<file path="config.mk">
export PLATFORM = sky130hd
export DESIGN_NAME = soc_clk_enable_gen
export DESIGN_NICKNAME = d
export VERILOG_FILES = /design/src/rtl/soc_clk_enable_gen.sv
export SDC_FILE = /design/constraint.sdc
export NUM_CORES = 1
export LEC_CHECK = 0
export ABC_AREA = 1
export CORE_ASPECT_RATIO = 0.9
export CORE_MARGIN = 5
export CORE_UTILIZATION = 30
export DETAILED_ROUTE_END_ITERATION = 10
export PLACE_DENSITY_LB_ADDON = 0.15
export SLEW_MARGIN = 20
export SYNTH_ARGS = -nofsm -noshare
export SYNTH_HDL_FRONTEND = slang
export SYNTH_SLANG_ARGS = --single-unit
</file>
<file path="constraint.sdc">
create_clock -name refclk -period 2.5 [get_ports refclk]
set_input_delay 0.5 -clock refclk [delete_from_list [all_inputs] [get_ports refclk]]
set_output_delay 0.5 -clock refclk [all_outputs]
set_load 0.01 [all_outputs]
</file>
<file path="src/rtl/soc_clk_enable_gen.sv">
`timescale 1ns/1ps
`default_nettype none
// ============================================================================
// soc_clk_enable_gen : runtime-reprogrammable, phase-aligned clock-enable strobes
// Rev 1.0
// ============================================================================
module soc_clk_enable_gen #(
  parameter int NUM_CH      = 4,
  parameter int DIV_W       = 16,
  parameter int LOCK_CYCLES = 16,
  parameter int DEF_DIV     = 4,
  localparam int CH_W       = (NUM_CH > 1) ? $clog2(NUM_CH) : 1
) (
  input  logic              refclk,
  input  logic              rst_n,
  input  logic              en,
  input  logic              cfg_valid,
  output logic              cfg_ready,
  input  logic [CH_W-1:0]   cfg_chan,
  input  logic [DIV_W-1:0]  cfg_div,
  input  logic [DIV_W-1:0]  cfg_phase,
  output logic              cfg_err,
  output logic [NUM_CH-1:0] ce_out,
  output logic              locked
);

  localparam logic [1:0] c_st_idle   = 2'd0;
  localparam logic [1:0] c_st_align  = 2'd1;
  localparam logic [1:0] c_st_settle = 2'd2;
  localparam logic [1:0] c_st_locked = 2'd3;

  localparam logic [DIV_W-1:0] c_one       = DIV_W'(1);
  localparam logic [DIV_W-1:0] c_lock_last = DIV_W'(LOCK_CYCLES - 1);
  localparam logic [DIV_W-1:0] c_def_div   = DIV_W'(DEF_DIV);
  localparam logic [CH_W:0]    c_num_ch    = (CH_W + 1)'(NUM_CH);

  logic [1:0]        state_q, state_d;
  logic [DIV_W-1:0]  lock_cnt_q, lock_cnt_d;
  logic [DIV_W-1:0]  div_q   [NUM_CH];
  logic [DIV_W-1:0]  div_d   [NUM_CH];
  logic [DIV_W-1:0]  phase_q [NUM_CH];
  logic [DIV_W-1:0]  phase_d [NUM_CH];
  logic [DIV_W-1:0]  cnt_q   [NUM_CH];
  logic [DIV_W-1:0]  cnt_d   [NUM_CH];
  logic [NUM_CH-1:0] ce_q, ce_d, wrap;
  logic              locked_q, locked_d;
  logic              cfg_err_q, cfg_err_d;
  logic              wr_acc, wr_bad, wr_ok;
  logic              run_q, run_d;

  assign cfg_ready = (state_q != c_st_align);
  assign wr_acc    = cfg_valid & cfg_ready;
  // Phase is only meaningful when the channel actually divides (div >= 2).
  assign wr_bad    = ({1'b0, cfg_chan} >= c_num_ch) |
                     ((cfg_div > c_one) & (cfg_phase >= cfg_div));
  assign wr_ok     = wr_acc & ~wr_bad;
  assign run_q     = (state_q == c_st_settle) | (state_q == c_st_locked);
  assign run_d     = (state_d == c_st_settle) | (state_d == c_st_locked);

  always_comb begin
    state_d    = state_q;
    lock_cnt_d = lock_cnt_q;
    case (state_q)
      c_st_idle: begin
        if (en) state_d = c_st_align;
      end
      c_st_align: begin
        state_d    = c_st_settle;
        lock_cnt_d = '0;
      end
      c_st_settle: begin
        if (lock_cnt_q == c_lock_last) state_d = c_st_locked;
        else                           lock_cnt_d = lock_cnt_q + c_one;
        if (wr_ok) state_d = c_st_align;
      end
      c_st_locked: begin
        if (wr_ok) state_d = c_st_align;
      end
      default: state_d = c_st_idle;
    endcase
    if (!en) state_d = c_st_idle;
  end

  always_comb begin
    div_d   = div_q;
    phase_d = phase_q;
    cnt_d   = cnt_q;
    ce_d    = '0;
    wrap    = '0;
    for (int i = 0; i < NUM_CH; i++) begin
      if (wr_ok && (cfg_chan == CH_W'(i))) begin
        div_d[i]   = cfg_div;
        phase_d[i] = cfg_phase;
      end
      wrap[i] = (div_q[i] <= c_one) || (cnt_q[i] == div_q[i] - c_one);
      // Strobes are suppressed on the edge that leaves the running states.
      if (state_q == c_st_align) begin
        cnt_d[i] = phase_q[i];
      end else if (run_q) begin
        cnt_d[i] = wrap[i] ? '0 : cnt_q[i] + c_one;
        ce_d[i]  = wrap[i] & run_d;
      end
    end
  end

  assign locked_d  = (state_d == c_st_locked);
  assign cfg_err_d = wr_acc & wr_bad;

  always_ff @(posedge refclk or negedge rst_n) begin
    if (!rst_n) begin
      state_q    <= c_st_idle;
      lock_cnt_q <= '0;
      ce_q       <= '0;
      locked_q   <= 1'b0;
      cfg_err_q  <= 1'b0;
      for (int i = 0; i < NUM_CH; i++) begin
        div_q[i]   <= c_def_div;
        phase_q[i] <= '0;
        cnt_q[i]   <= '0;
      end
    end else begin
      state_q    <= state_d;
      lock_cnt_q <= lock_cnt_d;
      ce_q       <= ce_d;
      locked_q   <= locked_d;
      cfg_err_q  <= cfg_err_d;
      for (int i = 0; i < NUM_CH; i++) begin
        div_q[i]   <= div_d[i];
        phase_q[i] <= phase_d[i];
        cnt_q[i]   <= cnt_d[i];
      end
    end
  end

  assign ce_out  = ce_q;
  assign locked  = locked_q;
  assign cfg_err = cfg_err_q;

endmodule
`default_nettype wire
</file>
==> summary.md <==
| Metric | Value |
|---|---|
| Seq. cell area | `5410 sq um` |
| Arrival @ worst endpoint | `1.89 ns` |
| Most frequent cells in the layout | `nand2_1, inv_1, dfrtp_1` |
| Class of the worst hold path | `in -> async` |
| Post-layout min period | `2.39 ns` |
| CP Class | `reg -> out` |
| Slew @ Worst Pin | `0.595 ns` |
| Sequential area share after synthesis | `0.391` |
| Fin. max-slew vios | `0` |
| DR pass1 iterations | `5` |
| Ratio of cells with drive above 1 in the final layout | `0.0974` |
| Initial antenna violation count | `2` |
| Final antenna-violating net count | `0` |
| Period utilization | `0.954` |
| Core Rows | `74` |
| Most common cell after layout, fill and taps aside | `nand2_1` |
| RR Startpoint | `div_q[48]$_DFFE_PN0P_` |
| Total Wirelength | `45.6 mm` |
| Leak Pwr | `7.67 nW` |
| Fin nets | `2,052` |
| Initial Util | `0.304` |
| Asr flop ratio synth | `1.00` |
| Critical Path Start Type | `register` |
| Post-Syn Nets | `1,956` |
| Final Hold Vio Count | `0` |
| Netlist Area Pre-Place | `13,800 sq um` |
| Clock sink total | `216` |
| Yosys reg bits | `216` |
| Warnings from Yosys | `0` |
| Multi-input gate area | `7320 sq um` |
| Htree depth | `1` |
| Primary FF master, synth | `dfrtp_1` |
| Cell area power density | `1030 nW/um^2` |
| I/O pin cnt | `45` |
| Setup crit start | `state_q[1]$_DFF_PN0_` |
| Avg WL per Cell | `17.5 um` |
| Die W | `236 um` |
| Die footprint | `50,500 sq um` |
| IO buf count | `44` |
| Max clock buf depth | `3` |
| Critical Path Sink Type | `output port` |
| Maxcap violations | `0` |
| EDFF count, synth | `0` |
| Min Hold Slack | `0.448 ns` |
| Cts bufs inserted | `26` |
| Max_slew headroom | `0.602` |
| CTS Root Cell | `clkbuf_16` |
| Syn Area/Cell | `7.32 sq um` |
| WP data required | `2.00 ns` |
| GPL Wtd Cong | `0.915` |
| Die Ht | `214 um` |
| Max Clk Rate | `419 MHz` |
| TNS Setup | `0 ns` |
| Status | `completed` |
| CORE AREA | `45,500 sq um` |
| Via count | `12,500` |
| Critical path peak fanout | `7` |
| DRC | `0` |
| Skew-Pair Late Insertion Delay | `0.55 ns` |
| Post-DP HPWL | `35.2 mm` |
| TritonCTS clock tree | `built` |
| Total GRT Usage | `0.179` |
| Area added between synthesis and finish | `18.6%` |
| First-pass GRT wire length | `71.0 mm` |
| Largest net degree at the start of global routing | `63` |
| Synthesized instance count | `1,889` |
| Vias in the first global route | `12,100` |
| Clock-pin slew on the worst setup and hold paths | `0.06 ns` |
| FILL cells | `4,830` |
| Grt total ovfl | `0` |
| DR vias/cell | `4.79` |
| Peak VDD IR | `432 uV` |
| Final setup fails | `0` |
| Post-layout util | `0.361` |
| Worst clock skew | `0.0265 ns` |
| Iteration-0 DRC Markers | `965` |
| Yosys cell types | `47` |
| RSZ-0062 raised after global routing | `no` |
## cell families (layout without fill, tap and decap cells)
kind of cell / after synthesis / after routing / synth area share
simple gates: 945 / 945 / 0.306
flops: 216 / 216 / 0.391
other cells: 0 / 2 / 0
compound gates: 308 / 308 / 0.127
xor+xnor: 104 / 104 / 0.0664
buf+inv: 287 / 401 / 0.0835
fa+ha+maj: 29 / 29 / 0.0262
## worst paths after layout
check                                           to  slack, ns  depth (start not counted)
min in group refclk        phase_q[21]$_DFFE_PN0P_       0.48                          2
min                           div_q[7]$_DFFE_PN0P_       0.45                          2
min reg2reg                phase_q[21]$_DFFE_PN0P_       0.48                          2
max reg2reg                  cnt_q[62]$_DFFE_PN0P_       0.18                         13
max in group asynchronous    div_q[18]$_DFFE_PN1P_       1.27                          3
max                                      cfg_ready       0.11                          3
## area by class of cell
class                      count  share of cell area
antenna                        2            0.000305
clock inverter                13             0.00778
multi-input combinational   1386               0.446
inverter                     237              0.0545
timing repair buffer         118              0.0711
clock buffer                  33              0.0438
tap                          608              0.0464
sequential                   216               0.330
## state kept, by name (all words and copies together) (netlist names)
name        flops
ce_out          4
cfg_err         1
cnt_q          64
lock_cnt_q     16
div_q          64
state_q         2
phase_q        64
locked          1
## critical path: stages, from the launching register on
cell and delay, ns:
dfrtp_2 0.50, nor2_4 0.22, inv_1 0.12, clkdlybuf4s50_1 0.49
## metrics by stage
step / area (sq um) / total power, mW / worst slack (ns) / instances
detailed placement: 15500 / 13.1 / -0.458 / 2563
floorplan: 13800 / 11.0 / 0.334 / 1889
global placement: 15500 / 13.1 / -0.477 / 2563
finish: 16400 / 16.9 / 0.114 / 2613
CTS: 16300 / 17.0 / 0.000522 / 2611
global route: 16400 / 18.4 / 0.00474 / 2611
## Yosys cell counts, drive strengths merged, types with 11 or more instances
cell,instances,area share
o21bai,40,0.024
inv,235,0.064
xnor2,35,0.022
clkbuf,29,0.0090
o22ai,17,0.0077
nor4,16,0.0072
a21oi,29,0.010
nor2,183,0.057
nand3,103,0.041
ha,29,0.026
nor3,31,0.013
o21a,11,0.0060
nand4,55,0.029
nand3b,14,0.0076
dfrtp,212,0.38
buf,21,0.010
xor2,69,0.044
o21ai,202,0.073
nand2,534,0.15
## metal layers
layer	part of all wire	global-route usage
met1	0.50	0.264
met3	0.037	0.0224
met4	0.021	0.0392
met5	0.00015	0
met2	0.44	0.284
## power breakdown
group	internal [mW]	switching (mW)	total, mW
Sequential	4.65	1.47	6.11
Combinational	2.72	4.33	7.05
Clock	2.23	1.54	3.78
## timing repair
action,in CTS,in global routing
resized for setup,1,13
endpoints found under the setup margin,1,131
setup buffers,1,0
hold buffers,1,0
hold endpoints to repair,42,0
Note: power is estimated with default switching activity, not from simulation.
